<file path="config.mk">
export PLATFORM = sky130hd
export DESIGN_NAME = audio_sample_packet_decoder
export DESIGN_NICKNAME = d
export VERILOG_FILES = /design/src/rtl/audio_sample_packet_decoder.sv
export SDC_FILE = /design/constraint.sdc
export NUM_CORES = 1
export LEC_CHECK = 0
export CORE_MARGIN = 2
export CORE_UTILIZATION = 55
export CTS_CLUSTER_SIZE = 16
export DETAILED_ROUTE_END_ITERATION = 8
export PLACE_DENSITY = 0.79
export SLEW_MARGIN = 25
export SYNTH_ARGS = -nofsm -noshare
export SYNTH_HDL_FRONTEND = slang
export SYNTH_SLANG_ARGS = --single-unit
export TNS_END_PERCENT = 10
</file>
<file path="constraint.sdc">
create_clock -name clk_pixel -period 29.5 [get_ports clk_pixel]
set_input_delay 7.375 -clock clk_pixel [delete_from_list [all_inputs] [get_ports clk_pixel]]
set_output_delay 7.375 -clock clk_pixel [all_outputs]
set_load 0.01 [all_outputs]
</file>
<file path="src/rtl/audio_sample_packet_decoder.sv">
// Sink-side HDMI audio sample packet decoder (2-channel layout 0): unpacks
// subpackets, checks IEC 60958 parity, tracks the 192-frame channel-status
// block and delivers L/R pairs through a first-word-fall-through FIFO.
module audio_sample_packet_decoder #(
   parameter int unsigned FIFO_DEPTH   = 8,
   parameter bit          CHECK_PARITY = 1'b1
) (
   input  logic        clk_pixel,
   input  logic        reset_n,
   input  logic        packet_valid,
   input  logic [23:0] header,
   input  logic [55:0] sub [4],
   output logic        sample_valid,
   input  logic        sample_ready,
   output logic [23:0] audio_sample_word [2],
   output logic [1:0]  sample_parity_error,
   output logic        sample_block_start,
   output logic [39:0] channel_status_left,
   output logic [39:0] channel_status_right,
   output logic        channel_status_valid,
   output logic        block_sync,
   output logic        packet_dropped,
   output logic        sync_error,
   output logic        overflow
);
   localparam int unsigned AW         = $clog2(FIFO_DEPTH);
   localparam int unsigned PW         = AW + 1;
   localparam int unsigned FW         = 8;
   localparam int unsigned CSW        = 40;
   localparam int unsigned LAST_FRAME = 191;

   typedef enum logic {IDLE, UNPACK} state_t;

   typedef struct packed {
      logic        block_start;
      logic [1:0]  err;
      logic [23:0] right;
      logic [23:0] left;
   } entry_t;

   state_t         state, state_n;
   logic [1:0]     idx, idx_n;
   logic [3:0]     present_buf, bflag_buf;
   logic [55:0]    sub_buf [4];
   logic [55:0]    cur_c;
   logic           present_c, bflag_c, is_audio_c, capture_c, push_c, pop_c;
   logic           full_c, empty_c;
   entry_t         entry_c, head_c;
   entry_t         mem [FIFO_DEPTH];
   logic [PW-1:0]  wr_ptr, rd_ptr;
   logic [FW-1:0]  frame, frame_n;
   logic           sync_n, sync_err_c, cs_done_c;
   logic [CSW-1:0] cs_l, cs_r, cs_l_n, cs_r_n;
   logic           unused_hdr;

   assign unused_hdr  = ^header[19:13];
   assign is_audio_c  = (header[7:0] == 8'd2) && !header[12];
   assign cur_c       = sub_buf[idx];
   assign present_c   = present_buf[idx];
   assign bflag_c     = bflag_buf[idx];
   assign empty_c     = (wr_ptr == rd_ptr);
   assign full_c      = (wr_ptr[AW-1:0] == rd_ptr[AW-1:0]) && (wr_ptr[AW] != rd_ptr[AW]);
   assign sample_valid = !empty_c;
   assign pop_c       = sample_valid && sample_ready;
   assign head_c      = mem[rd_ptr[AW-1:0]];

   // Next-state: capture in IDLE, walk subpackets in UNPACK, stall on a full FIFO
   always_comb begin
      state_n   = state;
      idx_n     = idx;
      capture_c = 1'b0;
      push_c    = 1'b0;
      case (state)
         IDLE: begin
            if (packet_valid && is_audio_c) begin
               capture_c = 1'b1;
               idx_n     = 2'd0;
               state_n   = UNPACK;
            end
         end
         UNPACK: begin
            if (!present_c || !full_c || pop_c) begin
               push_c = present_c;
               idx_n  = idx + 2'd1;
               if (idx == 2'd3) state_n = IDLE;
            end
         end
         default: state_n = IDLE;
      endcase
   end

   // FIFO entry for the current subpacket, including parity check
   always_comb begin
      entry_c             = '0;
      entry_c.left        = cur_c[23:0];
      entry_c.right       = cur_c[47:24];
      entry_c.block_start = bflag_c;
      if (CHECK_PARITY) begin
         entry_c.err[0] = cur_c[51] ^ (^{cur_c[50:48], cur_c[23:0]});
         entry_c.err[1] = cur_c[55] ^ (^{cur_c[54:52], cur_c[47:24]});
      end
   end

   // Frame counter, block lock and channel-status capture per written sample
   always_comb begin
      frame_n    = frame;
      sync_n     = block_sync;
      sync_err_c = 1'b0;
      cs_done_c  = 1'b0;
      cs_l_n     = cs_l;
      cs_r_n     = cs_r;
      if (push_c) begin
         if (bflag_c) begin
            if (block_sync && (frame != FW'(LAST_FRAME))) sync_err_c = 1'b1;
            frame_n = '0;
            sync_n  = 1'b1;
         end else begin
            if (frame == FW'(LAST_FRAME)) begin
               sync_err_c = 1'b1;
               sync_n     = 1'b0;
            end
            frame_n = frame + FW'(1);
         end
         if (sync_n && (frame_n < FW'(CSW))) begin
            cs_l_n[frame_n[5:0]] = cur_c[50];
            cs_r_n[frame_n[5:0]] = cur_c[54];
         end
         if (sync_n && (frame_n == FW'(LAST_FRAME))) cs_done_c = 1'b1;
      end
   end

   // Control and status registers
   always_ff @(posedge clk_pixel) begin
      if (!reset_n) begin
         state                <= IDLE;
         idx                  <= '0;
         present_buf          <= '0;
         bflag_buf            <= '0;
         wr_ptr               <= '0;
         rd_ptr               <= '0;
         frame                <= '0;
         block_sync           <= 1'b0;
         cs_l                 <= '0;
         cs_r                 <= '0;
         channel_status_left  <= '0;
         channel_status_right <= '0;
         channel_status_valid <= 1'b0;
         sync_error           <= 1'b0;
         packet_dropped       <= 1'b0;
         overflow             <= 1'b0;
      end else begin
         state      <= state_n;
         idx        <= idx_n;
         if (capture_c) begin
            present_buf <= header[11:8];
            bflag_buf   <= header[23:20];
         end
         if (push_c) wr_ptr <= wr_ptr + PW'(1);
         if (pop_c)  rd_ptr <= rd_ptr + PW'(1);
         frame      <= frame_n;
         block_sync <= sync_n;
         cs_l       <= cs_l_n;
         cs_r       <= cs_r_n;
         channel_status_valid <= cs_done_c;
         if (cs_done_c) begin
            channel_status_left  <= cs_l_n;
            channel_status_right <= cs_r_n;
         end
         sync_error     <= sync_err_c;
         packet_dropped <= (state == UNPACK) && packet_valid && is_audio_c;
         if (push_c && full_c && !pop_c) overflow <= 1'b1;
      end
   end

   // Packet buffer and FIFO storage (no reset needed: guarded by state and pointers)
   always_ff @(posedge clk_pixel) begin
      if (reset_n && capture_c) begin
         for (int i = 0; i < 4; i++) sub_buf[i] <= sub[i];
      end
      if (reset_n && push_c) mem[wr_ptr[AW-1:0]] <= entry_c;
   end

   // FIFO head presented only while valid so outputs read 0 when empty
   always_comb begin
      audio_sample_word[0] = '0;
      audio_sample_word[1] = '0;
      sample_parity_error  = '0;
      sample_block_start   = 1'b0;
      if (sample_valid) begin
         audio_sample_word[0] = head_c.left;
         audio_sample_word[1] = head_c.right;
         sample_parity_error  = head_c.err;
         sample_block_start   = head_c.block_start;
      end
   end
endmodule

</file>
==> results of run 1 <==
==> Yosys cell counts, types with 8 or more instances <==
master / n / area share, %
edfxtp_1: 632 / 60
dfxtp_1: 197 / 12
nand2_1: 195 / 2.3
a21oi_1: 169 / 2.7
mux4_2: 158 / 11
nand3_1: 89 / 1.4
nor2_1: 84 / 0.99
clkbuf_1: 82 / 0.97
mux2i_1: 67 / 2.1
o21ai_0: 64 / 1.0
xnor2_1: 61 / 1.7
buf_1: 22 / 0.26
buf_2: 15 / 0.24
nor3_1: 12 / 0.19
xor2_1: 12 / 0.33
nand4_1: 9 / 0.18
o2111ai_1: 9 / 0.25
and3_1: 8 / 0.16
inv_1: 8 / 0.095
==> metrics by stage <==
| step | total power (µW) | hold WS [ns] | std cells | setup WS (ns) | instance area, µm² |
|---|---|---|---|---|---|
| CTS | 2300 | 0.452 | 3150 | 18.00 | 38900 |
| global placement | 1310 | 0.441 | 2997 | 18.37 | 36300 |
| detailed placement | 1310 | 0.445 | 2998 | 18.59 | 36300 |
| global route | 2350 | 0.470 | 3151 | 18.03 | 38900 |
| floorplan | 1270 | 0.428 | 1953 | 5.38 | 31700 |
| finish | 2290 | 0.452 | 3151 | 18.35 | 38900 |
==> power by group <==
group	internal [µW]	switching, µW
clock	581	423
combinational	28.7	10.5
sequential	1240	0.0618
total	1850	433
==> layout by cell type, fill, tap and decap left out, drive strengths merged, types with 67 or more instances in the layout <==
master           n
a21oi          169
clkbuf         114
clkdlybuf4s50  381
dfxtp          197
edfxtp         632
mux2i           67
mux4           158
nand2          195
nand3           89
nor2            84
==> logic make-up (layout without fill, tap and decap cells) <==
logic type      count (synthesis)  count (layout)  synth area share (%)
xor+xnor                       73              73                  2.02
compound gates                266             266                  4.60
buf+inv                       130             571                  1.63
mux                           225             225                  13.3
simple gates                  426             426                  5.93
fa+ha+maj                       4               4                 0.158
flops                         829             829                  72.3
other cells                     0               1                     0
==> worst max-delay path: cells and delay by family, from the launching register on <==
kind                   cells  cell delay, ns
DFF                        1            0.34
muxes                      2            0.81
buffers and inverters      3            1.76
and+or+nand+nor            1            0.13
==> registers in the layout, summed over array words and instances (netlist names), named ones only <==
signal and cells:
frame 8, block_sync 1, packet_dropped 1, sync_error 1, overflow 1, state 1, channel_status_left 40, channel_status_valid 1
cs_r 40, sub_buf 224, channel_status_right 40, rd_ptr 4, idx 2, present_buf 4, mem 408, bflag_buf 4
wr_ptr 4, cs_l 40
==> routing by layer <==
layer  GRT usage [%]  share of wire [%]
met1            34.8                 39
met2            42.2                 49
met3            5.15                8.6
met4            8.95                3.0
met5               0              0.016
==> cell type report <==
| type | instances | share of cell area [%] |
|---|---|---|
| multi-input combinational | 994 | 21.4 |
| clock buffer | 114 | 5.94 |
| clock inverter | 38 | 0.698 |
| tap | 756 | 2.43 |
| antenna | 1 | 0.00643 |
| timing repair buffer | 411 | 10.4 |
| inverter | 8 | 0.0837 |
| sequential | 829 | 59.0 |
==> how the worst min path moves through the flow <==
stage	slack, ns	depth (start not counted)	start	endpoint
2_1_floorplan	0.43	2	cs_l[0]	channel_status_left[0]
4_1_cts	0.45	2	cs_r[6]	channel_status_right[6]
3_3_place_gp	0.44	2	cs_l[18]	channel_status_left[18]
6_report	0.45	2	cs_l[1]	channel_status_left[1]
3_5_place_dp	0.45	2	cs_r[20]	channel_status_right[20]
5_1_grt	0.47	2	cs_r[14]	cs_r[14]
==> impl_results.md, run 1 <==
* Final min period at 11.15 ns
* Vias at 18,900
* Sequential share of the synthesized area at 72.3%
* Crit path largest cell delay at 0.68 ns
* Worst EP arrival at 3.78 ns
* Crit-path slowest cell: buf_6
* Flop2flop setup slack at 24.95 ns
* Cell count after synthesis at 1,953
* Ys flop type: edfxtp_1
* Initial antenna violation count at 2
* Max Cap Viol at 0
* Synth async-reset ratio at 0%
* Die ar. at 59,600 µm²
* Initial Util at 55.9%
* Footprint of the multi-input gates at 8320 µm²
* R2R Path Start: idx[0]
* Register area at 22,900 µm²
* Syn nets at 2,209
* Final ANT Viol Nets at 0
* Setup Buffers After CTS at 0
* CP Cell Sequence: buf_6 -> buf_6 -> mux4_2 -> mux2i_1 -> nor2_1 -> clkdlybuf4s50_1
* # port buffers at 381
* LEAKAGE at 0.0119 µW
* Layout cells sized above 1 at 13.5%
* Hold Violations, Final at 0
* CTS tree: done
* Final GP Congestion at 0.836
* Root buffer cell: clkbuf_16
* Clk_lat worst skew at 0.63 ns
* Slew HR at 28.4%
* Cts bufs inserted at 83
* Critical path launch point type: flop
* Crit. End Element: primary output
* Worst Setup EP: audio_sample_word[0]
* Pin count of the biggest net entering global routing at 88
* Synth unique cells at 46
* Cell Area, Synth at 31,700 µm²
* Fin nets at 2,583
* CTS Hold Bufs at 0
* Post-DP HPWL at 46.4 mm
* Layout area overhead at 22.7%
* TNS Setup at 0 ns
* Max-slew violations at 0
* Sink Count at 829
* Status: completed
* Least-Margin Pin Slew at 1.07 ns
* Achievable clock frequency at 89.6 MHz
* Worst min-delay path category: flop to flop
* DR WL/cell at 24.1 µm
* Pwr dens at 58.8 nW/µm²
* YS warnings at 0
* Required time worst endpoint at 22.12 ns
* GR Overflow Total at 0
* First-pass GRT wire length at 116 mm
* GRT Total Usage at 25.8%
* Worst path most repeated cell: buf_6
* Detailed Route Iter0 Violations at 1,665
* Longest Clk Path Bufs at 3
* Fillers at 3,625
* Register-to-Register Path Depth at 7
* Vias in the first global route at 19,500
* CP Class: flop to primary output
* Clk slew on worst S/H paths at 0.06 ns
* Via density at 5.98
* CTS resizes at 0
* Post-synth EDFFs at 632
* RSZ-0062 raised after global routing: no
* # setup viols final at 0
* Standard-cell row count at 87
* Die Y at 244 µm
* Mapped Avg Cell Area at 16.2 µm²
* DIE WIDTH at 244 µm
* DRC violations left at 0
* Final clock skew at 0.0255 ns
* Final Util at 68.6%
* H-Tree Level Count at 3
* Peak supply drop at 0.0000593 V
* FF-to-FF End: channel_status_right[23]
* FF+latch count, synth at 829
* Area of the core at 56,700 µm²
* # IOs at 389
* Post-Route WL at 76.0 mm
* Drt first pass iters at 5
* Worst-path fanout max at 54
* Final period util at 37.8%
(Power assumes the default switching activity.)
==> inputs of run 2 (changes only) <==
- CORE_UTILIZATION: 55 -> 50
- PLACE_DENSITY: 0.79 -> 0.76
- clock period: 29.5 -> 9.75 ns (I/O delays scaled with it)
==> run 2 against run 1 <==
  * Hold slack about the same
  * Non-clock buffer count down 2
  * Sequential share of layout area down 0.53 points
  * Via count down 1.8%
  * Flip-flop and latch count unchanged
  * Register-to-register slack worse by 20 ns
  * Clock-buffer cell count down 3
  * Utilization down 6.1 points
  * Clock skew down 0.00077 ns
  * First-iteration DRC count up 5.5%
  * Critical path depth down 1
  * Largest power group unchanged
==> impl_results.md, run 2 (same netlist as run 1, synthesis figures left out) <==
* Post-DP HPWL at 45.5 mm (-2.1%)
* Met2 WL at 37.1 mm (-0.28%)
* WL met3 at 6.09 mm (-7.0%)
* Peak supply drop at 0.000149 V (+150%)
* Clk_lat worst skew at 0.64 ns (about the same)
* Hold Crit Start: channel_status_left[17]
* Die ar. at 65,400 µm² (+9.8%)
* DIE WIDTH at 256 µm (+4.8%)
* CTS tree: done
* Post-Route WL at 74.9 mm (-1.4%)
* Longest Clk Path Bufs at 3 (unchanged)
* Die Y at 256 µm (+4.8%)
* Setup Buffers After CTS at 0 (unchanged)
* Pwr dens at 182 nW/µm² (+210%)
* Worst min-delay path category: flop to flop
* Pin count of the biggest net entering global routing at 170 (+93%)
* M1 WL at 29.9 mm (-0.37%)
* CTS Hold Bufs at 0 (unchanged)
* Top routing layer in use: met5
* Commonest non-fill, non-tap cells in the layout: 632 x edfxtp_1, 381 x clkdlybuf4s50_1, 195 x nand2_1, 192 x dfxtp_1, 169 x a21oi_1
* Max-slew violations at 0 (unchanged)
* RSZ-0062 raised after global routing: no
* CTS resizes at 0 (unchanged)
* Final Util at 62.4% (-6.1 points)
* Crit-path slowest cell: dfxtp_4
* Final clock skew at 0.0247 ns (-0.000775 ns)
* Vias in the first global route at 19,000 (-2.3%)
* Sink Count at 829 (unchanged)
* Critical path launch point type: flop
* Area of the core at 62,900 µm² (+11%)
* Final GP Congestion at 0.864 (+3.4%)
* # port buffers at 381 (unchanged)
* Drt first pass iters at 5 (unchanged)
* Final ANT Viol Nets at 0 (unchanged)
* Hold Path Stages at 2 (unchanged)
* Final period util at 62.5%
* H-Tree Level Count at 3 (unchanged)
* Most common cell after layout, fill and taps aside: edfxtp_1
* CP Buf/Inv Count at 2 (-1)
* Final hold slack at 0.452 ns (+0.000304 ns)
* Diodes inserted at 0 (-1)
* Max Cap Viol at 0 (unchanged)
* Initial Util at 50.4% (-5.5 points)
* Achievable clock frequency at 164 MHz
* Largest register FFs at 408 (unchanged)
* Clk slew on worst S/H paths at 0.06 ns (about the same)
* Crit path largest cell delay at 0.93 ns (+0.25 ns)
* CP Cell Sequence: buf_4 -> mux4_2 -> mux2i_1 -> nor2_1 -> clkdlybuf4s50_1
* Status: completed
* Top delay family on crit path: buffers and inverters
* # IOs at 389 (unchanged)
* Power Total at 7130 µW (+210%)
* Least-Margin Pin Slew at 1.18 ns (+0.112 ns)
* Required time worst endpoint at 7.31 ns (-14.81 ns)
* Cts bufs inserted at 85 (+2.4%)
* GR Overflow Total at 0 (unchanged)
* Initial antenna violation count at 1 (-1)
* Setup WS pre-CTS at 3.91 ns (-14.68 ns)
* # setup viols final at 0 (unchanged)
* Flop2flop setup slack at 5.35 ns (-19.60 ns)
* Detailed Route Iter0 Violations at 1,757 (+5.5%)
* LEAKAGE at 0.0120 µW (+0.96%)
* DRC violations left at 0 (unchanged)
* Worst-path fanout max at 55 (+1.9%)
* Crit. End Element: primary output
* Register-to-Register Path Depth at 7 (unchanged)
* Layout area overhead at 23.8%
* Worst EP arrival at 3.66 ns (-0.12 ns)
* TNS Setup at 0 ns (unchanged)
* First-pass GRT wire length at 112 mm (-3.5%)
* Root buffer cell: clkbuf_16
* Fillers at 4,439 (+22%)
* FF-to-FF End: channel_status_left[32]
* Standard-cell row count at 92 (+5.7%)
* Fin nets at 2,583 (unchanged)
* R2R Path Start: idx[0]
* Via density at 5.71 (-4.6%)
* Final setup margin at 3.65 ns (-14.69 ns)
* CP Class: flop to primary output
* Layout cells sized above 1 at 14.2% (+0.78 points)
* Slew HR at 21.3% (-7.0 points)
* Min-Delay Endpoint: channel_status_left[17]
* GRT Total Usage at 22.5% (-3.3 points)
* DR WL/cell at 23.1 µm (-4.2%)
* Vias at 18,500 (-1.8%)
* Final min period at 6.10 ns
* Hold Violations, Final at 0 (unchanged)
run 2: cell types whose count changed in the layout (fill, tap and decap cells not counted), moves of 2 or more:
cell        before  now
buf_6            3    1
bufinv_16        4    7
clkbuf_1        24   15
clkbuf_8         3    8
clkinv_1        18   10
clkinvlp_4       0    3
inv_16           0    2
inv_6            1    4
nor3_2           6    4
run 2: power breakdown:
part	switching, µW	total [µW]	internal, µW
clock network	1360	3250	1890
logic	31.4	118	86.9
registers	0.170	3760	3760
total	1390	7130	5740
run 2: layout make-up:
| cell class | count | area [µm²] | share of cell area, % |
|---|---|---|---|
| Inverter | 8 | 32.5 | 0.0829 |
| Clock buffer | 111 | 2330 | 5.94 |
| Clock inverter | 45 | 487 | 1.24 |
| Multi-Input combinational cell | 994 | 8330 | 21.2 |
| Tap cell | 846 | 1060 | 2.70 |
| Sequential cell | 829 | 22900 | 58.5 |
| Timing Repair Buffer | 409 | 4060 | 10.3 |
run 2: worst max-delay path by stage:
stage / cells after the start / end
2_1_floorplan: 5 / mem[1][0]
5_1_grt: 5 / sample_parity_error[1]
3_3_place_gp: 5 / audio_sample_word[38]
3_5_place_dp: 6 / sub_buf[1][19]
6_report: 5 / sample_parity_error[1]
4_1_cts: 5 / audio_sample_word[12]
run 2: routing by layer:
layer,vias up,track usage [%]
li1,8245,-
met3,134,4.95
met5,-,0
met2,764,37.5
met4,2,6.94
met1,9368,29.7
run 2: metrics by stage:
stage / instance area [µm²] / cells
2_1_floorplan: 31700 / 1953
3_3_place_gp: 36400 / 3085
3_5_place_dp: 36400 / 3086
4_1_cts: 39200 / 3242
5_1_grt: 39200 / 3242
6_report: 39200 / 3242
run 2: tightest hold or removal path, stage by stage (launching register included):
cell and delay (ns):
dfxtp_1 0.31, nand2_1 0.05, a21oi_1 0.05
